<file path="src/rtl/stream_deserializer.sv">
// rtl/stream_deserializer.sv - collects signed beats into a VEC_LEN-lane registered vector; optional macro STREAM_DESER_ERRCNT_EN adds err_cnt/clr_err_cnt
module stream_deserializer #(
   parameter int VEC_LEN = 3,
   parameter int DATA_W  = 32,
   parameter int CNT_W   = $clog2(VEC_LEN + 1)
) (
   input  logic                      clk,
   input  logic                      rst,
   input  logic [CNT_W-1:0]          cfg_len,
   input  logic                      s_valid,
   input  logic signed [DATA_W-1:0]  s_data,
   input  logic                      s_last,
   output logic                      s_ready,
`ifdef STREAM_DESER_ERRCNT_EN
   input  logic                      clr_err_cnt,
   output logic [15:0]               err_cnt,
`endif
   output logic                      m_valid,
   input  logic                      m_ready,
   output logic [VEC_LEN*DATA_W-1:0] m_data_flat,
   output logic [CNT_W-1:0]          m_count,
   output logic                      m_err_short,
   output logic                      m_err_long
);

   typedef enum logic [1:0] {S_FILL, S_WAIT, S_DROP} state_t;

   localparam logic [CNT_W-1:0] LEN_MAX = CNT_W'(VEC_LEN);

   state_t                    state, state_nxt;
   logic [CNT_W-1:0]          ptr, len_q, cur_len, ptr_inc;
   logic signed [DATA_W-1:0]  lanes [VEC_LEN];
   logic [VEC_LEN*DATA_W-1:0] frame_flat, held_flat;
   logic [CNT_W-1:0]          pend_count;
   logic                      pend_short, pend_long;
   logic                      beat, done, is_short, is_long;
   logic                      out_free, fill_done, load;

   // Frame length, completion and error classification for the current beat
   always_comb begin
      cur_len = len_q;
      if (ptr == '0)
         cur_len = (cfg_len == '0 || cfg_len > LEN_MAX) ? LEN_MAX : cfg_len;
      ptr_inc   = ptr + CNT_W'(1);
      beat      = s_valid && s_ready;
      done      = s_last || (ptr_inc == cur_len);
      is_short  = s_last && (ptr_inc < cur_len);
      is_long   = !s_last && (ptr_inc == cur_len);
      out_free  = !m_valid || m_ready;
      fill_done = (state == S_FILL) && beat && done;
   end

   // Completed-frame image: lanes so far plus this beat, unwritten lanes zeroed
   always_comb begin
      frame_flat = '0;
      held_flat  = '0;
      for (int i = 0; i < VEC_LEN; i++) begin
         if (CNT_W'(i) == ptr)
            frame_flat[i*DATA_W +: DATA_W] = s_data;
         else if (CNT_W'(i) < ptr)
            frame_flat[i*DATA_W +: DATA_W] = lanes[i];
         held_flat[i*DATA_W +: DATA_W] = lanes[i];
      end
   end

   // State register
   always_ff @(posedge clk) begin
      if (rst) state <= S_FILL;
      else     state <= state_nxt;
   end

   // Next-state logic
   always_comb begin
      state_nxt = state;
      case (state)
         S_FILL: if (fill_done) begin
                    if (!out_free)    state_nxt = S_WAIT;
                    else if (is_long) state_nxt = S_DROP;
                 end
         S_WAIT: if (out_free) state_nxt = pend_long ? S_DROP : S_FILL;
         S_DROP: if (beat && s_last) state_nxt = S_FILL;
         default: state_nxt = S_FILL;
      endcase
   end

   // FSM outputs: input handshake and output-register load strobe
   always_comb begin
      s_ready = (state != S_WAIT);
      load    = out_free && (fill_done || state == S_WAIT);
   end

   // Assembly buffer, pending frame and output register
   always_ff @(posedge clk) begin
      if (rst) begin
         ptr         <= '0;
         len_q       <= '0;
         pend_count  <= '0;
         pend_short  <= 1'b0;
         pend_long   <= 1'b0;
         m_valid     <= 1'b0;
         m_data_flat <= '0;
         m_count     <= '0;
         m_err_short <= 1'b0;
         m_err_long  <= 1'b0;
         for (int i = 0; i < VEC_LEN; i++) lanes[i] <= '0;
      end else begin
         if (m_valid && m_ready) m_valid <= 1'b0;
         if (state == S_FILL && beat) begin
            if (ptr == '0) len_q <= cur_len;
            if (done) begin
               ptr <= '0;
               if (out_free) begin
                  m_valid     <= 1'b1;
                  m_data_flat <= frame_flat;
                  m_count     <= ptr_inc;
                  m_err_short <= is_short;
                  m_err_long  <= is_long;
               end else begin
                  for (int i = 0; i < VEC_LEN; i++)
                     lanes[i] <= frame_flat[i*DATA_W +: DATA_W];
                  pend_count <= ptr_inc;
                  pend_short <= is_short;
                  pend_long  <= is_long;
               end
            end else begin
               for (int i = 0; i < VEC_LEN; i++)
                  if (CNT_W'(i) == ptr) lanes[i] <= s_data;
               ptr <= ptr_inc;
            end
         end
         if (state == S_WAIT && out_free) begin
            m_valid     <= 1'b1;
            m_data_flat <= held_flat;
            m_count     <= pend_count;
            m_err_short <= pend_short;
            m_err_long  <= pend_long;
         end
      end
   end

`ifdef STREAM_DESER_ERRCNT_EN
   logic load_err;

   // Error flags of whichever frame is being loaded this cycle
   always_comb begin
      load_err = (state == S_WAIT) ? (pend_short | pend_long) : (is_short | is_long);
   end

   // Saturating count of errored frames; clear has priority
   always_ff @(posedge clk) begin
      if (rst || clr_err_cnt)
         err_cnt <= '0;
      else if (load && load_err && err_cnt != 16'hFFFF)
         err_cnt <= err_cnt + 16'd1;
   end
`endif

endmodule

</file>
<file path="config.mk">
export PLATFORM = sky130hd
export DESIGN_NAME = stream_deserializer
export DESIGN_NICKNAME = d
export VERILOG_FILES = /design/src/rtl/stream_deserializer.sv
export SDC_FILE = /design/constraint.sdc
export NUM_CORES = 1
export LEC_CHECK = 0
export BUFFER_PORTS_ARGS = -buffer_cell sky130_fd_sc_hd__buf_2
export CORE_ASPECT_RATIO = 1.5
export CORE_MARGIN = 2
export CORE_UTILIZATION = 45
export DETAILED_ROUTE_END_ITERATION = 8
export PLACE_DENSITY = 0.68
export SETUP_SLACK_MARGIN = 0.15
export SYNTH_ARGS = -nofsm -noshare
export SYNTH_HDL_FRONTEND = slang
export SYNTH_SLANG_ARGS = --single-unit
</file>
<file path="constraint.sdc">
create_clock -name clk -period 4.25 [get_ports clk]
set_clock_uncertainty 0.1 [all_clocks]
set_input_delay 0.85 -clock clk [delete_from_list [all_inputs] [get_ports clk]]
set_output_delay 0.85 -clock clk [all_outputs]
set_load 0.05 [all_outputs]
</file>
### Word level (Yosys, flattened, before mapping)

Memories as Yosys holds them, arrays and structs flattened.
Cells that the tools add are included.

* flip-flop bits (word level): 111
* memory bits (writable): 96
* bits of input ports: 39
* output and inout port bits: 102
* word-level logic and storage cells: 123
* memories kept: 1

* add/subtract/negate cells: 1
* order comparisons: 5
* eq/ne operators: 10
* multiplexer cells: 65
* bitwise operators: 7
* reduce and logical (&&, ||, !) cells: 23

Memory list
* lanes: words 3, width 32, read ports 3, clocked after Yosys merged registers in 0, wr ports 3, RTL line 32 `logic signed [DATA_W-1:0] lanes [VEC_LEN];`

Operators by type and width (number)
* $mux 32: 12
* $mux 96: 4
* $mux 1: 35
* $mux 2: 13
* $logic_and 1x1->1: 8
* $logic_not 2->1: 3
* $ne 2x2->1 const B: 3
* $or 1x1->1: 6
* $pmux 2 s3: 1
* $reduce_and 3->1: 2
* $reduce_bool 2->1: 3
* $lt 1x2->1 const A: 2
* $reduce_and 4->1: 1
* $logic_or 1x1->1: 3
* $ne 3x3->1 const B: 1
* $add 2x1->2 const B: 1
* $eq 1x2->1 const A: 1
* $eq 2x1->1 const B: 1
* $eq 2x2->1: 1
* $eq 2x2->1 const A: 1
* $eq 2x2->1 const B: 1
* $gt 2x2->1 const B: 1
* $logic_not 1->1: 2
* $lt 2x2->1: 1
* 4 further kinds: 4

### Logic depth before layout (Yosys ltp)

* word-level depth: 12
* mapped depth: 13
* mapped depth without buffers: 9

### Worst setup path before layout

OpenSTA, ideal clock, no wires.

* path kind: register to register
* start: register ptr[0]
* end: memory lanes[0][0], enable pin
* library setup time: 428 ps
* arrival time: 3659 ps
* data required time: 3722 ps
* path slack: 63 ps
* stages on the path, launching flop included: 12
* path buffers: 3
* period minus slack after synthesis: 4187 ps
* path through: dfxtp_1 inv_1 ha_1 clkbuf_1 clkbuf_1 nor2_1 a21oi_1 ha_1 a21oi_2 buf_2 a21oi_1 o21bai_1

RTL lines
* start, declared: RTL line 31 `logic [CNT_W-1:0] ptr, len_q, cur_len, ptr_inc;`
* start signal, assigned: RTL line 128 `ptr <= ptr_inc;`
* end, declared: RTL line 32

### Worst setup path in the final report

* start: register ptr[0]
* end: register m_data_flat[13]

* elaborated cells on any way between the ends: 14
* classes of those cells: 1 x add/sub; 1 x order compare; 1 x eq/ne; 7 x mux; 4 x reduce/logical

RTL lines
* $add 2x1->2: RTL line 44 `ptr_inc = ptr + CNT_W'(1);`
* net ptr_inc[0]: RTL line 31
* $eq 2x2->1: RTL line 46 `done = s_last || (ptr_inc == cur_len);`
* $logic_or 1x1->1: RTL line 46
* $reduce_bool 2->1 (no source line)
* $reduce_and 3->1 (no source line)
* end signal, assigned: RTL line 114 `m_data_flat <= frame_flat;`
* end signal, assigned: RTL line 133 `m_data_flat <= held_flat;`
* end, declared: RTL line 20 `output logic [VEC_LEN*DATA_W-1:0] m_data_flat,`

The timed path passes the listed nets, and every way through them passes these cells. The select of a mux whose other input is x is not followed.
A chain may end at the register's enable or synchronous reset.

==> results by group <==
Place
  – Detail Placement HPWL: 16.2 mm
  – Port bufs: 140
  – Placed cell areas: about 0.010 mm^2
  – Routability cong.: between 0.7 and 0.8

Timing
  – Fmax: 316 MHz
  – Setup TNS: 0 ns
  – Worst slew margin: 42.2%
  – Final hold vios: 0
  – Final Critical Period: 3.16 ns
  – Slew @ Worst Pin: approximately 0.87 ns
  – Setup violators final: 0
  – Final Max Slew Viols: 0
  – Unrepaired setup endpoints after global routing: no
  – Crit share post-route: 74.4%
  – Fin Hold WS: ~0.38 ns

Route
  – Vias post-DR: 7657
  – Routed wire length per instance: between 20 and 25 um
  – Drt drc: 0
  – Vias per inst: between 6 and 7
  – Number of nets with antenna violations after routing: 0
  – Drt first pass iters: 7
  – Final WL: 26.7 mm
  – DR iter-0 viols: 734

Critical path
  – Critical path peak fanout: 41
  – Slowest-stage cell, CP: o22ai_4
  – Crit path kind: reg -> reg
  – CP endpoint kind: flip-flop
  – Worst EP required: approximately 4.6 ns
  – CP Launch Type: flip-flop
  – CP peak stage delay: approximately 0.64 ns
  – Worst path top cell family by delay: compound AO/OA/AOI/OAI gates
  – Crit-path cells: inv_1 > ha_2 > nand2_1 > o21ai_0 > ha_1 > a21oi_2 > buf_4 > o22ai_4 > buf_12 > a21oi_1 > a311oi_1
  – FF-to-FF setup slack: around 1.1 ns
  – CP bufs+invs: 3
  – Crit path arrival time: about 3.5 ns

CTS
  – TritonCTS clock tree: built
  – CTS resizes: 0
  – Post-CTS Hold Buffers: 0
  – CTS max path bufs: 3
  – Setup Buffers After CTS: 0
  – CTS Root Cell: clkbuf_16
  – Cts bufs inserted: 20
  – Reg clk slew, reported paths: 0.06 ns
  – Worst-Skew Late Latency: approximately 0.50 ns
  – CTS sink cnt: between 200 and 250
  – H-tree levels: 1

Die
  – Die area: ~0.021 mm^2
  – Core area: between 0.015 and 0.02 mm^2
  – Initial Utilization: between 40 and 50%
  – I/O Pins: 141
  – Die Span Y: approximately 180 um
  – Die Span X: between 100 and 150 um
  – Row count: 63

Worst hold path
  – Hold Crit Class: reg -> reg

Power
  – Power Density: approximately 500 mW/mm^2
  – Maximum VDD drop: between 0.0002 and 0.00025 V
  – Clock power frac: 30.7%
  – Int Power: 3520 uW
  – Final Power: 5370 uW
  – Leakage: 0.00394 uW
  – Comb pwr share: between 20% and 30%
  – Reg power frac: 45.5%
  – Sw power: 1840 uW
  – Switching share of power: around a third

Synth
  – Synth Cell Area: 0.00907 mm^2
  – Avg Cell Area, Syn: between 10 and 15 um^2
  – EDFF count, synth: 96
  – Post-Syn Instances: between 800 and 900
  – Flops & latches, synth: 207
  – Synth async-reset ratio: 0%
  – Top FF cell, synth: dfxtp_1
  – YS warnings: 0
  – Synth cell types: 43
  – Sequential element share of the synthesized area: between 50 and 60%
  – Synthesized net count: 860

Layout
  – Synthesis-to-layout area growth: 17.8%
  – NumNets Final: ~960
  – Final core occ: 54.0%
  – Share of layout cells above drive strength 1: 23.9%
  – Commonest non-fill, non-tap cell in the layout: buf_2
  – Final Cell Area: between 0.01 and 0.015 mm^2
  – Commonest non-fill, non-tap cells in the layout: buf_2, dfxtp_1, a21oi_1, a22o_1, edfxtp_1

Global routing
  – Total routing usage reported by global routing: ~24%
  – Largest net degree at the start of global routing: 75
  – Initial antenna violation count: 1
  – First-pass GRT wire length: between 40 and 50 mm
  – Vias in the first global route: ~7300
  – Grt ovf: 0

Run status
  – Status: finished, final reports clean

Run
  – Maxcap violations: 0
[routing by layer]
layer  track usage, %  wire (um)
met5                0          0
met4             8.63        810
met3             3.31       1740
met2             40.2      13100
met1             32.9      11100
[through the flow]
stage,instances,worst slack (ns)
floorplan,815,0.733
global placement,1154,0.961
detailed placement,1154,0.877
CTS,1190,1.10
global route,1190,0.833
finish,1191,1.09
[logic make-up after synthesis]
family	count (synthesis)	synth area share, %
AOI/OAI and AO/OA	400	32.0
adders and majority gates	6	0.828
buffers and inverters	94	4.66
DFF	207	56.3
muxes	1	0.110
and+or+nand+nor	107	6.10
[power groups by stage]
stage | clock, uW | combinational, uW | sequential [uW]
after floorplan | 0 | 503 | 2870
after CTS | 1670 | 1280 | 2440
after global routing | 1740 | 1360 | 2460
after global placement | 0 | 1260 | 2480
after detailed placement | 0 | 1280 | 2480
final | 1650 | 1280 | 2440
[Yosys cell counts (6+ instances only)]
library cell	instances	area share, %
a21oi_1	110	6.1
buf_2	42	2.3
a22oi_1	64	5.3
a211oi_1	66	5.5
a311oi_1	36	3.5
dfxtp_1	111	25
nand2_1	42	1.7
o21ai_0	7	0.39
nand3_1	38	2.1
a22o_1	96	9.3
clkbuf_1	44	1.8
edfxtp_1	96	32
ha_1	6	0.83
[state kept, by name, indices dropped and copies added (netlist names)]
name	count
pend_short	1
pend_long	1
m_err_short	1
pend_count	2
m_count	2
state	2
ptr	2
lanes	96
m_valid	1
len_q	2
m_err_long	1
m_data_flat	96
[worst paths after layout]
check | depth (start not counted) | from | to
worst min-delay path | 2 | pend_short$_SDFFE_PP0N_ | pend_short$_SDFFE_PP0N_
worst max-delay path | 11 | ptr[0]$_SDFFE_PP0N_ | m_data_flat[13]$_SDFFE_PP0P_
worst min register to register | 2 | pend_short$_SDFFE_PP0N_ | pend_short$_SDFFE_PP0N_
worst max register to register | 11 | ptr[0]$_SDFFE_PP0N_ | m_data_flat[13]$_SDFFE_PP0P_
[tightest hold or removal path: stages (launching register included)]
cell     delay (ns)
dfxtp_1        0.31
o21ai_0        0.06
a21oi_1        0.06
[cell type report]
type / instances / area [um^2]
well taps: 260 / 325
flip-flops and latches: 207 / 5100
diodes: 1 / 2.50
clock inverters: 13 / 75.1
inverters: 3 / 13.8
repair buffers: 170 / 991
fillers: 1759 / 9110
clock buffers: 23 / 512
multi-input cells: 514 / 3650
No activity file was read; power rests on OpenSTA's default activity.
